===== config.mk =====
export PLATFORM = sky130hd
export DESIGN_NAME = pb_led_mode_xform
export DESIGN_NICKNAME = d
export VERILOG_FILES = /design/src/rtl/pb_led_pkg.sv /design/src/rtl/pb_led_xform.sv /design/src/rtl/pb_led_mode_xform.sv
export SDC_FILE = /design/constraint.sdc
export NUM_CORES = 1
export LEC_CHECK = 0
export CORE_AREA = 2 2 39 41
export DETAILED_ROUTE_END_ITERATION = 12
export DIE_AREA = 0 0 41 43
export HOLD_SLACK_MARGIN = 0.03
export MAX_ROUTING_LAYER = met4
export RECOVER_POWER = 25
export SLEW_MARGIN = 30
export SYNTH_ARGS = -nofsm -noshare
export SYNTH_HDL_FRONTEND = slang
export SYNTH_SLANG_ARGS = --single-unit
export TNS_END_PERCENT = 50

===== constraint.sdc =====
create_clock -name clk_125 -period 2.6 [get_ports clk_125]
set_input_delay 0.52 -clock clk_125 [delete_from_list [all_inputs] [get_ports clk_125]]
set_output_delay 0.52 -clock clk_125 [all_outputs]
set_load 0.02 [all_outputs]

===== src/rtl/pb_led_pkg.sv =====
// Shared types and helpers for the push-button LED pattern generator.
package pb_led_pkg;

    localparam int unsigned SW_W   = 2;
    localparam int unsigned BTN_W  = 4;
    localparam int unsigned LED_W  = 4;
    localparam int unsigned MODE_W = 2;

    typedef enum logic [MODE_W-1:0] {
        MODE_PASS  = 2'd0,
        MODE_SHR2  = 2'd1,
        MODE_ROTL3 = 2'd2,
        MODE_INV   = 2'd3
    } mode_e;

    // Thermometer base pattern selected by the slide switches.
    function automatic logic [LED_W-1:0] base_pattern(input logic [SW_W-1:0] sw);
        logic [LED_W-1:0] pat;
        case (sw)
            2'b00:   pat = 4'b0001;
            2'b01:   pat = 4'b0011;
            2'b10:   pat = 4'b0111;
            default: pat = 4'b1111;
        endcase
        return pat;
    endfunction

endpackage


===== src/rtl/pb_led_xform.sv =====
// Combinational transform of the base pattern by the latched mode.
module pb_led_xform
    import pb_led_pkg::*;
(
    input  logic [LED_W-1:0] base,
    input  mode_e            mode,
    output logic [LED_W-1:0] out
);

    // Select one of the four fixed transforms.
    always_comb begin
        out = base;
        case (mode)
            MODE_PASS:  out = base;
            MODE_SHR2:  out = base >> 2;
            MODE_ROTL3: out = {base[0], base[3:1]};
            MODE_INV:   out = ~base;
            default:    out = base;
        endcase
    end

endmodule


===== src/rtl/pb_led_mode_xform.sv =====
// LED pattern generator: switches pick a base pattern, buttons latch a transform mode.
module pb_led_mode_xform
    import pb_led_pkg::*;
(
    input  logic             clk_125,
    input  logic             rst,
    input  logic [SW_W-1:0]  sw,
    input  logic [BTN_W-1:0] btn,
    output logic [LED_W-1:0] led
);

    mode_e            mode_q;
    mode_e            mode_nxt_c;
    logic [LED_W-1:0] base_c;
    logic [LED_W-1:0] xform_c;

    // Highest pressed button wins; no press keeps the current mode.
    always_comb begin
        mode_nxt_c = mode_q;
        if (btn[3])      mode_nxt_c = MODE_INV;
        else if (btn[2]) mode_nxt_c = MODE_ROTL3;
        else if (btn[1]) mode_nxt_c = MODE_SHR2;
        else if (btn[0]) mode_nxt_c = MODE_PASS;
    end

    assign base_c = base_pattern(sw);

    pb_led_xform u_xform (
        .base (base_c),
        .mode (mode_q),
        .out  (xform_c)
    );

    // Mode and LED registers; led uses the mode latched on the previous edge.
    always_ff @(posedge clk_125) begin
        if (rst) begin
            mode_q <= MODE_PASS;
            led    <= '0;
        end else begin
            mode_q <= mode_nxt_c;
            led    <= xform_c;
        end
    end

endmodule


### Yosys cells after proc, flatten, opt, wreduce, memory -nomap -nowiden

Index checks and enable logic that the tools add are counted.

* flip-flop bits (word level): 6
* input port bits: 8
* logic and storage cells: 17

* equal/unequal tests: 5
* multiplexer cells: 6
* bitwise gates (word level): 1
* reductions and logical operators: 3

Operators by type and width (number)
* $pmux W4 S4: 1
* $pmux W4 S3: 1
* $mux W2: 4
* $eq A2 B2 Y1 const B: 3
* $eq A2 B1 Y1 const B: 2
* $logic_not A2 Y1: 2
* $not A4 Y4: 1
* $reduce_bool A4 Y1: 1

### Depth between registers and ports, before layout

Gate-level depths: netlist of run 1.

* depth after elaboration: 4
* gate-level depth with buffers: 3
* gate-level depth less buffers: 3

### Cells and area by module

Synthesis of run 1 repeated with hierarchy kept, for this count alone.

* cells, all modules: 37
* area total of the unflattened synthesis: 301.5 µm²

Modules (own cells, without submodules)
* pb_led_mode_xform: instances 1, cells an instance 21, area an instance 205.2 µm²
* pb_led_xform: instances 1, cells an instance 16, area an instance 96.3 µm²

### Worst setup path before layout of run 1

OpenSTA, ideal clock, no wires.

* kind: input port to flip-flop
* from: input port sw[0]
* to: register led[1]
* library setup time: 74 ps
* arrival time: 1002 ps
* required time: 2526 ps
* path slack: 1524 ps
* cell stages on the path: 3
* cell sequence: inv_2 > or3_1 > a31oi_1

* cells in the longest elaborated chain, start to end: 4
* elaborated cells on any way between the ends: 6
* those cells by class: 2 x eq/ne; 2 x mux; 1 x bitwise; 1 x reduce/logical

Ends and longest elaborated chain
* start, declared: line pb_led_mode_xform.sv:7 `input logic [SW_W-1:0] sw,`
* $eq A2 B2 Y1 (tied with other cells): line pb_led_pkg.sv:19 `case (sw)`
* $pmux W4 S3 *: line pb_led_pkg.sv:19
* $not A4 Y4: line pb_led_xform.sv:17 `MODE_INV: out = ~base;`
* $pmux W4 S4 *: line pb_led_xform.sv:13 `case (mode)`
* end signal, assigned: line pb_led_mode_xform.sv:41 `led <= xform_c;`
* end, declared: line pb_led_mode_xform.sv:9 `output logic [LED_W-1:0] led`

Mark *: on every way between the ends. The rest lies on a longest branch, timed or not.
A chain may end at the register's enable or synchronous reset.

### Worst setup path after layout of run 1

* from: register led[3]
* to: output port led[3]

No word-level cell between the ends.

==> results of run 1 <==
[metrics by stage]
| stage | utilization, % | instances |
|---|---|---|
| after floorplan | - | 27 |
| after CTS | 28.21 | 57 |
| after global placement | 26.58 | 54 |
| after global routing | 28.21 | 57 |
| final | 28.21 | 57 |
| after detailed placement | 26.58 | 54 |
[layer usage]
metal,routed length (um),up-vias
met3,70,0
li1,-,124
met2,194,13
met1,220,107
met4,0,0
met5,0,-
[cells in the final DEF (no fill, tap or decap)]
cell type	netlist	final
a311oi_1	1	1
clkbuf_4	0	3
o21bai_1	1	1
nor2_1	3	3
o21a_1	1	1
a21oi_1	3	3
nor2b_1	2	2
a211oi_1	1	1
a31oi_1	1	1
inv_2	1	1
nand3_1	1	1
nand2_1	1	1
clkdlybuf4s50_1	0	10
or3_1	1	1
nor3_1	1	1
a21o_1	1	1
dlygate4sd3_1	0	1
nand2b_1	1	1
inv_1	1	1
dfxtp_1	6	6
[flip-flops by register name (all words and copies together) (netlist names)]
| name | cells |
|---|---|
| mode_q | 2 |
| led | 4 |
[worst paths after layout]
| check | to | slack (ns) |
|---|---|---|
| min reg2reg | led[2] | 0.55 |
| max reg2reg | led[1] | 1.55 |
| max | led[3] | 0.94 |
| min | led[2] | 0.55 |
[layout make-up]
cell class | count | area [um^2]
fill | 150 | 993.5
sequential | 6 | 120.1
multi-input combinational | 19 | 110.1
timing repair buffer | 11 | 110.1
clock buffer | 3 | 22.52
tap | 16 | 20.02
inverter | 2 | 7.507
[worst min-delay path: cells and delay by family (launching register included)]
| family | cells | cell delay, ns |
|---|---|---|
| AOI/OAI and AO/OA | 1 | 0.06 |
| DFF | 1 | 0.36 |
| and+or+nand+nor | 1 | 0.08 |
[kinds of logic (layout without fill, tap and decap cells)]
kind of cell	after synthesis	after routing	synth area share [%]
buf+inv	2	16	3.155
simple gates	10	10	21.05
compound gates	9	9	25.27
flops	6	6	50.53
[power by group through the flow]
stage / sequential, uW / clock [uW] / combinational, uW
detailed placement: 105 / 0 / 42.3
CTS: 103 / 88.4 / 42.4
global route: 104 / 93.4 / 46.2
global placement: 105 / 0 / 41.9
floorplan: 111 / 0 / 11.8
finish: 104 / 84.5 / 41.8
==> summary.md, run 1 <==
| Metric | Value |
|---|---|
| Status | `finished, final reports clean` |
| Remaining Overflow, GRT | `0` |
| Port Buffer Count | `11` |
| Pre-Repair DR Iteration Count | `2` |
| RSZ-0062 raised after global routing | `false` |
| Post-synth EDFFs | `0` |
| Min cycle time layout | `1.657 ns` |
| WL per Instance | `8.526 um` |
| Max-cap violation count | `0` |
| Worst setup margin | `around 0.94 ns` |
| Pin count of the biggest net entering global routing | `8` |
| Synth top area cells | `dfxtp_1 (51%), a21oi_1 (6.3%), nor2b_1 (5.3%)` |
| Area growth syn-to-layout | `64.21%` |
| Cts hold-fix bufs | `0` |
| Area leader, netlist | `dfxtp_1` |
| Synth top cells by count | `dfxtp_1 (6), a21oi_1 (3), nor2_1 (3)` |
| Most frequent cell after synthesis | `dfxtp_1` |
| Overall Global Routing Usage | `under 10%` |
| Vias per Instance | `about 4.3` |
| WHS | `approximately 0.55 ns` |
| Fmax | `603.4 MHz` |
| CP arrival | `about 1.1 ns` |
| CTS Root Cell | `clkbuf_4` |
| Post-Syn Nets | `35` |
| Clock Sinks | `6` |
| P_sw | `roughly 54 uW` |
| Leakage power | `between 0.00015 and 0.0002 uW` |
| Via count | `approximately 240` |
| Worst vdd ir | `~0.3 mV` |
| PD cells | `588.9 mW/mm^2` |
| Layout Nets | `51` |
| CP max stage delay | `approximately 0.59 ns` |
| Syn. warnings | `0` |
| GR peak layer | `met2` |
| Initial Util | `17.18%` |
| Final Hold Vio Count | `0` |
| Met3 Track Usage GR | `around 7.9%` |
| Final ANT Viol Nets | `0` |
| Critical hold path startpoint | `mode_q[1]` |
| WHS Path Cells | `2` |
| Slew HR | `~85%` |
| Worst skew pair latency | `0.24 ns` |
| Final WL | `about 490 um` |
| Setup bufs post-CTS | `0` |
| Final Wtd Congestion | `about 0.73` |
| Sw frac | `roughly a quarter` |
| CP Capture Type | `output pin` |
| CTS clk-pin slew, worst paths | `about 0.05 ns` |
| Synthesized flop and latch total | `6` |
| CP cell instances | `clkdlybuf4s50_1` |
| Delay-heaviest family, CP | `buffers and inverters` |
| Mean post-synth cell area | `just under 9 um^2` |
| Comb power frac | `18.2%` |
| Reg power frac | `45.1%` |
| Place WS | `~0.9 ns` |
| I/O pin cnt | `12` |
| DR DRC count | `0` |
| Final instance area | `just under 400 um^2` |
| Hold Path Class | `flop to flop` |
| PostCTS Resize Cnt | `0` |
| Final setup vio count | `0` |
| Antenna Cells | `0` |
| Core ar. | `roughly 0.0014 mm^2` |
| Crit path max-delay cell type | `clkdlybuf4s50_1` |
| CTS tree | `done` |
| Register area share after synthesis | `slightly above 50%` |
| RR Startpoint | `mode_q[0]` |
| Die height | `43 um` |
| Worst-margin pin slew | `0.2268 ns` |
| Crit share post-route | `63.74%` |
| Layout Skew | `about 0.0036 ns` |
| Number of global-route vias before repair | `224` |
| H-Tree Depth | `1` |
| Die W | `about 40 um` |
| Setup Crit Path Kind | `flop to output pin` |
| Crit-path max FO | `1` |
| Cts bufs inserted | `3` |
| Die ar. | `between 0.0015 and 0.002 mm^2` |
| Unique cell type count in the Yosys netlist | `17` |
| Grt met2 use | `9.688%` |
| Final Total Pwr | `between 200 and 250 uW` |
| Longest Clk Path Bufs | `2` |
| Worst path depth | `1` |
| Area of placed instances | `367.9 um^2` |
| Clk pwr share | `between 30% and 40%` |
| Critical path data required time | `about 2.1 ns` |
| Antenna violations before repair | `0` |
| Share of the synthesized area in the top cell type | `about half` |
| Row Count | `14` |
| Global-route wire length before repair | `between 800 and 900 um` |
| Post-Synthesis Cells | `27` |
| Met1 usage | `approximately 8.4%` |
| Crit path from | `led[3]` |
| Post-Syn Area | `around 240 um^2` |
| Post-DP HPWL | `366.8 um` |
| Share of cells above drive strength 1 | `9.756%` |
| Pint | `between 150 and 200 uW` |
| Max Slew Vio Count | `0` |
| Startpoint types | `flop` |
| Async SR Flop Fraction | `0%` |
| Buf/Inv on CP | `1` |
| Initial DRC Count | `4` |
| Worst-case reg-to-reg path depth | `3` |
| Prevailing post-synth register cell | `dfxtp_1` |
| Setup TNS | `0 ns` |
Power figures use the tool's default switching activity.
==> run 2, diff against run 1 <==
- clock period: 2.6 -> 1.5 ns (I/O delays scaled with it)
==> run 2 against run 1 <==
Net effect: via count is the same; highest routed layer is now met4; first-iteration DRC count up 25%; combinational power rose by 82%.
==> summary.md, run 2 (synthesized netlist as in run 1, its figures left out) <==
| Metric | Value |
|---|---|
| Global-route wire length before repair | `897 um (+4.1%)` |
| Worst path depth | `1 (unchanged)` |
| Longest Clk Path Bufs | `2 (unchanged)` |
| Crit-path max FO | `1 (unchanged)` |
| Clk pwr share | `37.0% (+0.2 points)` |
| Port Buffer Count | `11 (unchanged)` |
| Final Hold Vio Count | `0 (unchanged)` |
| CP max stage delay | `0.59 ns (about the same)` |
| Pin count of the biggest net entering global routing | `8 (unchanged)` |
| Setup Crit Path Kind | `flop to output pin` |
| Fillcell total | `145 (-3.3%)` |
| DR DRC count | `0 (unchanged)` |
| Worst vdd ir | `0.3626 mV (+24%)` |
| Biggest register | `led` |
| Cts hold-fix bufs | `0 (unchanged)` |
| Leakage power | `0.0001619 uW (+6.3%)` |
| Share of cells above drive strength 1 | `13.95% (+4.2 points)` |
| Die ar. | `0.001763 mm^2 (unchanged)` |
| Initial Util | `17.18% (unchanged)` |
| Number of global-route vias before repair | `247 (+10%)` |
| Status | `finished, final reports clean` |
| Overall Global Routing Usage | `8.445% (+0.42 points)` |
| Hold Path Class | `flop to flop` |
| Core ar. | `0.001384 mm^2 (unchanged)` |
| Final setup vio count | `0 (unchanged)` |
| Clock Sinks | `6 (unchanged)` |
| Slew HR | `85.28% (+0.45 points)` |
| Top Registers | `led (4), mode_q (2)` |
| Initial DRC Count | `5 (+1)` |
| R2r setup slk | `0.43 ns (-1.12 ns)` |
| H-Tree Depth | `1 (unchanged)` |
| RR Startpoint | `mode_q[0]` |
| Max Slew Vio Count | `0 (unchanged)` |
| Critical path data required time | `1.20 ns (-0.88 ns)` |
| PD cells | `1002 mW/mm^2 (+70%)` |
| Die W | `41 um (unchanged)` |
| Layout Skew | `0.001217 ns (-0.002367 ns)` |
| Row Count | `14 (unchanged)` |
| Worst-case reg-to-reg path depth | `3 (unchanged)` |
| Sw frac | `24.34% (+0.64 points)` |
| CP Capture Type | `output pin` |
| Antenna Cells | `0 (unchanged)` |
| Worst-margin pin slew | `0.2205 ns (-0.006302 ns)` |
| Delay-heaviest family, CP | `buffers and inverters` |
| Final Total Pwr | `406.4 uW (+77%)` |
| Max-cap violation count | `0 (unchanged)` |
| Comb power frac | `18.8% (+0.6 points)` |
| Pre-Repair DR Iteration Count | `4 (+2)` |
| Cts bufs inserted | `3 (unchanged)` |
| Placed cells | `56 (+3.7%)` |
| Reg2reg end | `led[1]` |
| Vias per Instance | `4.136 (-3.4%)` |
| Final WL | `521 um (+7.2%)` |
| Crit share post-route | `95.80%` |
| Crit path max-delay cell type | `clkdlybuf4s50_1` |
| WL per Instance | `8.831 um (+3.6%)` |
| CP cell instances | `clkdlybuf4s50_1` |
| Min cycle time layout | `1.437 ns` |
| Setup bufs post-CTS | `0 (unchanged)` |
| Pint | `307.4 uW (+75%)` |
| P_sw | `98.92 uW (+82%)` |
| Setup TNS | `0 ns (unchanged)` |
| Worst skew pair latency | `0.24 ns (about the same)` |
| Area growth syn-to-layout | `70.53%` |
| Die height | `43 um (unchanged)` |
| Remaining Overflow, GRT | `0 (unchanged)` |
| Commonest non-fill, non-tap cell in the layout | `clkdlybuf4s50_1` |
| Crit path from | `led[0]` |
| RSZ-0062 raised after global routing | `false` |
| CTS tree | `done` |
| Reg power frac | `44.3% (-0.8 points)` |
| Finished Layout Cells | `59 (+3.5%)` |
| Fmax | `a little under 700 MHz` |
| Final ANT Viol Nets | `0 (unchanged)` |
| Layout Nets | `53 (+3.9%)` |
| CP arrival | `1.14 ns (about the same)` |
| PostCTS Resize Cnt | `0 (unchanged)` |
| Final Wtd Congestion | `0.8267 (+13%)` |
| Crit path capture | `led[0]` |
| Buf/Inv on CP | `1 (unchanged)` |
| Antenna violations before repair | `0 (unchanged)` |
| Largest register FFs | `4 (unchanged)` |
| Startpoint types | `flop` |
| CTS clk-pin slew, worst paths | `0.05 ns (about the same)` |
| Via count | `244 (unchanged)` |
| Highest-count cells in the layout ignoring fill and taps | `clkdlybuf4s50_1 (10), dfxtp_1 (6), a21oi_1 (3), nor2_1 (3), clkbuf_4 (3)` |
| Final core utilization | `29.29% (+1.1 points)` |
| I/O pin cnt | `12 (unchanged)` |
| CTS Root Cell | `clkbuf_4` |
| Post-DP HPWL | `380.1 um (+3.6%)` |
## run 2: cell type report
class,instances,area (um^2),share of cell area (%)
timing repair buffer,13,125.1,30.86
inverter,2,7.507,1.852
multi-input combinational,19,110.1,27.16
sequential,6,120.1,29.63
tap,16,20.02,4.938
clock buffer,3,22.52,5.556
## run 2: worst reg2reg max path, stage by stage, from the launching register on
cell and delay, ns:
dfxtp_1 0.35, nor2b_1 0.17, or3_1 0.30, a31oi_1 0.17
## run 2: metrics by stage
stage                     hold WS [ns]  setup WS, ns  area (um^2)
after floorplan                 0.3691        0.5337        237.7
after global placement          0.5405       0.09276        382.9
after detailed placement        0.5375       0.08701        382.9
after CTS                       0.5460       0.04278        405.4
after global routing            0.5976       0.01501        405.4
final                           0.5457       0.06304        405.4
## run 2: power groups by stage
stage               clock network, uW  registers, uW  logic (uW)
floorplan                           0            192        20.4
global placement                    0            183        76.6
detailed placement                  0            183        76.8
CTS                               160            180        77.1
global route                      170            181        83.2
finish                            150            180        76.2
## run 2: worst min path at each step
stage / start / endpoint / slack, ns / cells past startpoint
2_1_floorplan: rst / led[2] / 0.37 / 1
3_3_place_gp: mode_q[1] / led[2] / 0.54 / 2
3_5_place_dp: mode_q[1] / led[2] / 0.54 / 2
4_1_cts: mode_q[1] / led[2] / 0.55 / 2
5_1_grt: mode_q[1] / led[2] / 0.60 / 2
6_report: mode_q[1] / led[2] / 0.55 / 2
## run 2: layer usage
layer	routed length [um]	vias up	GRT usage [%]
met1	232	100	8.710
met3	56	2	4.712
met5	0	-	-
met4	10	0	9.333
met2	222	15	10.00
li1	-	127	-
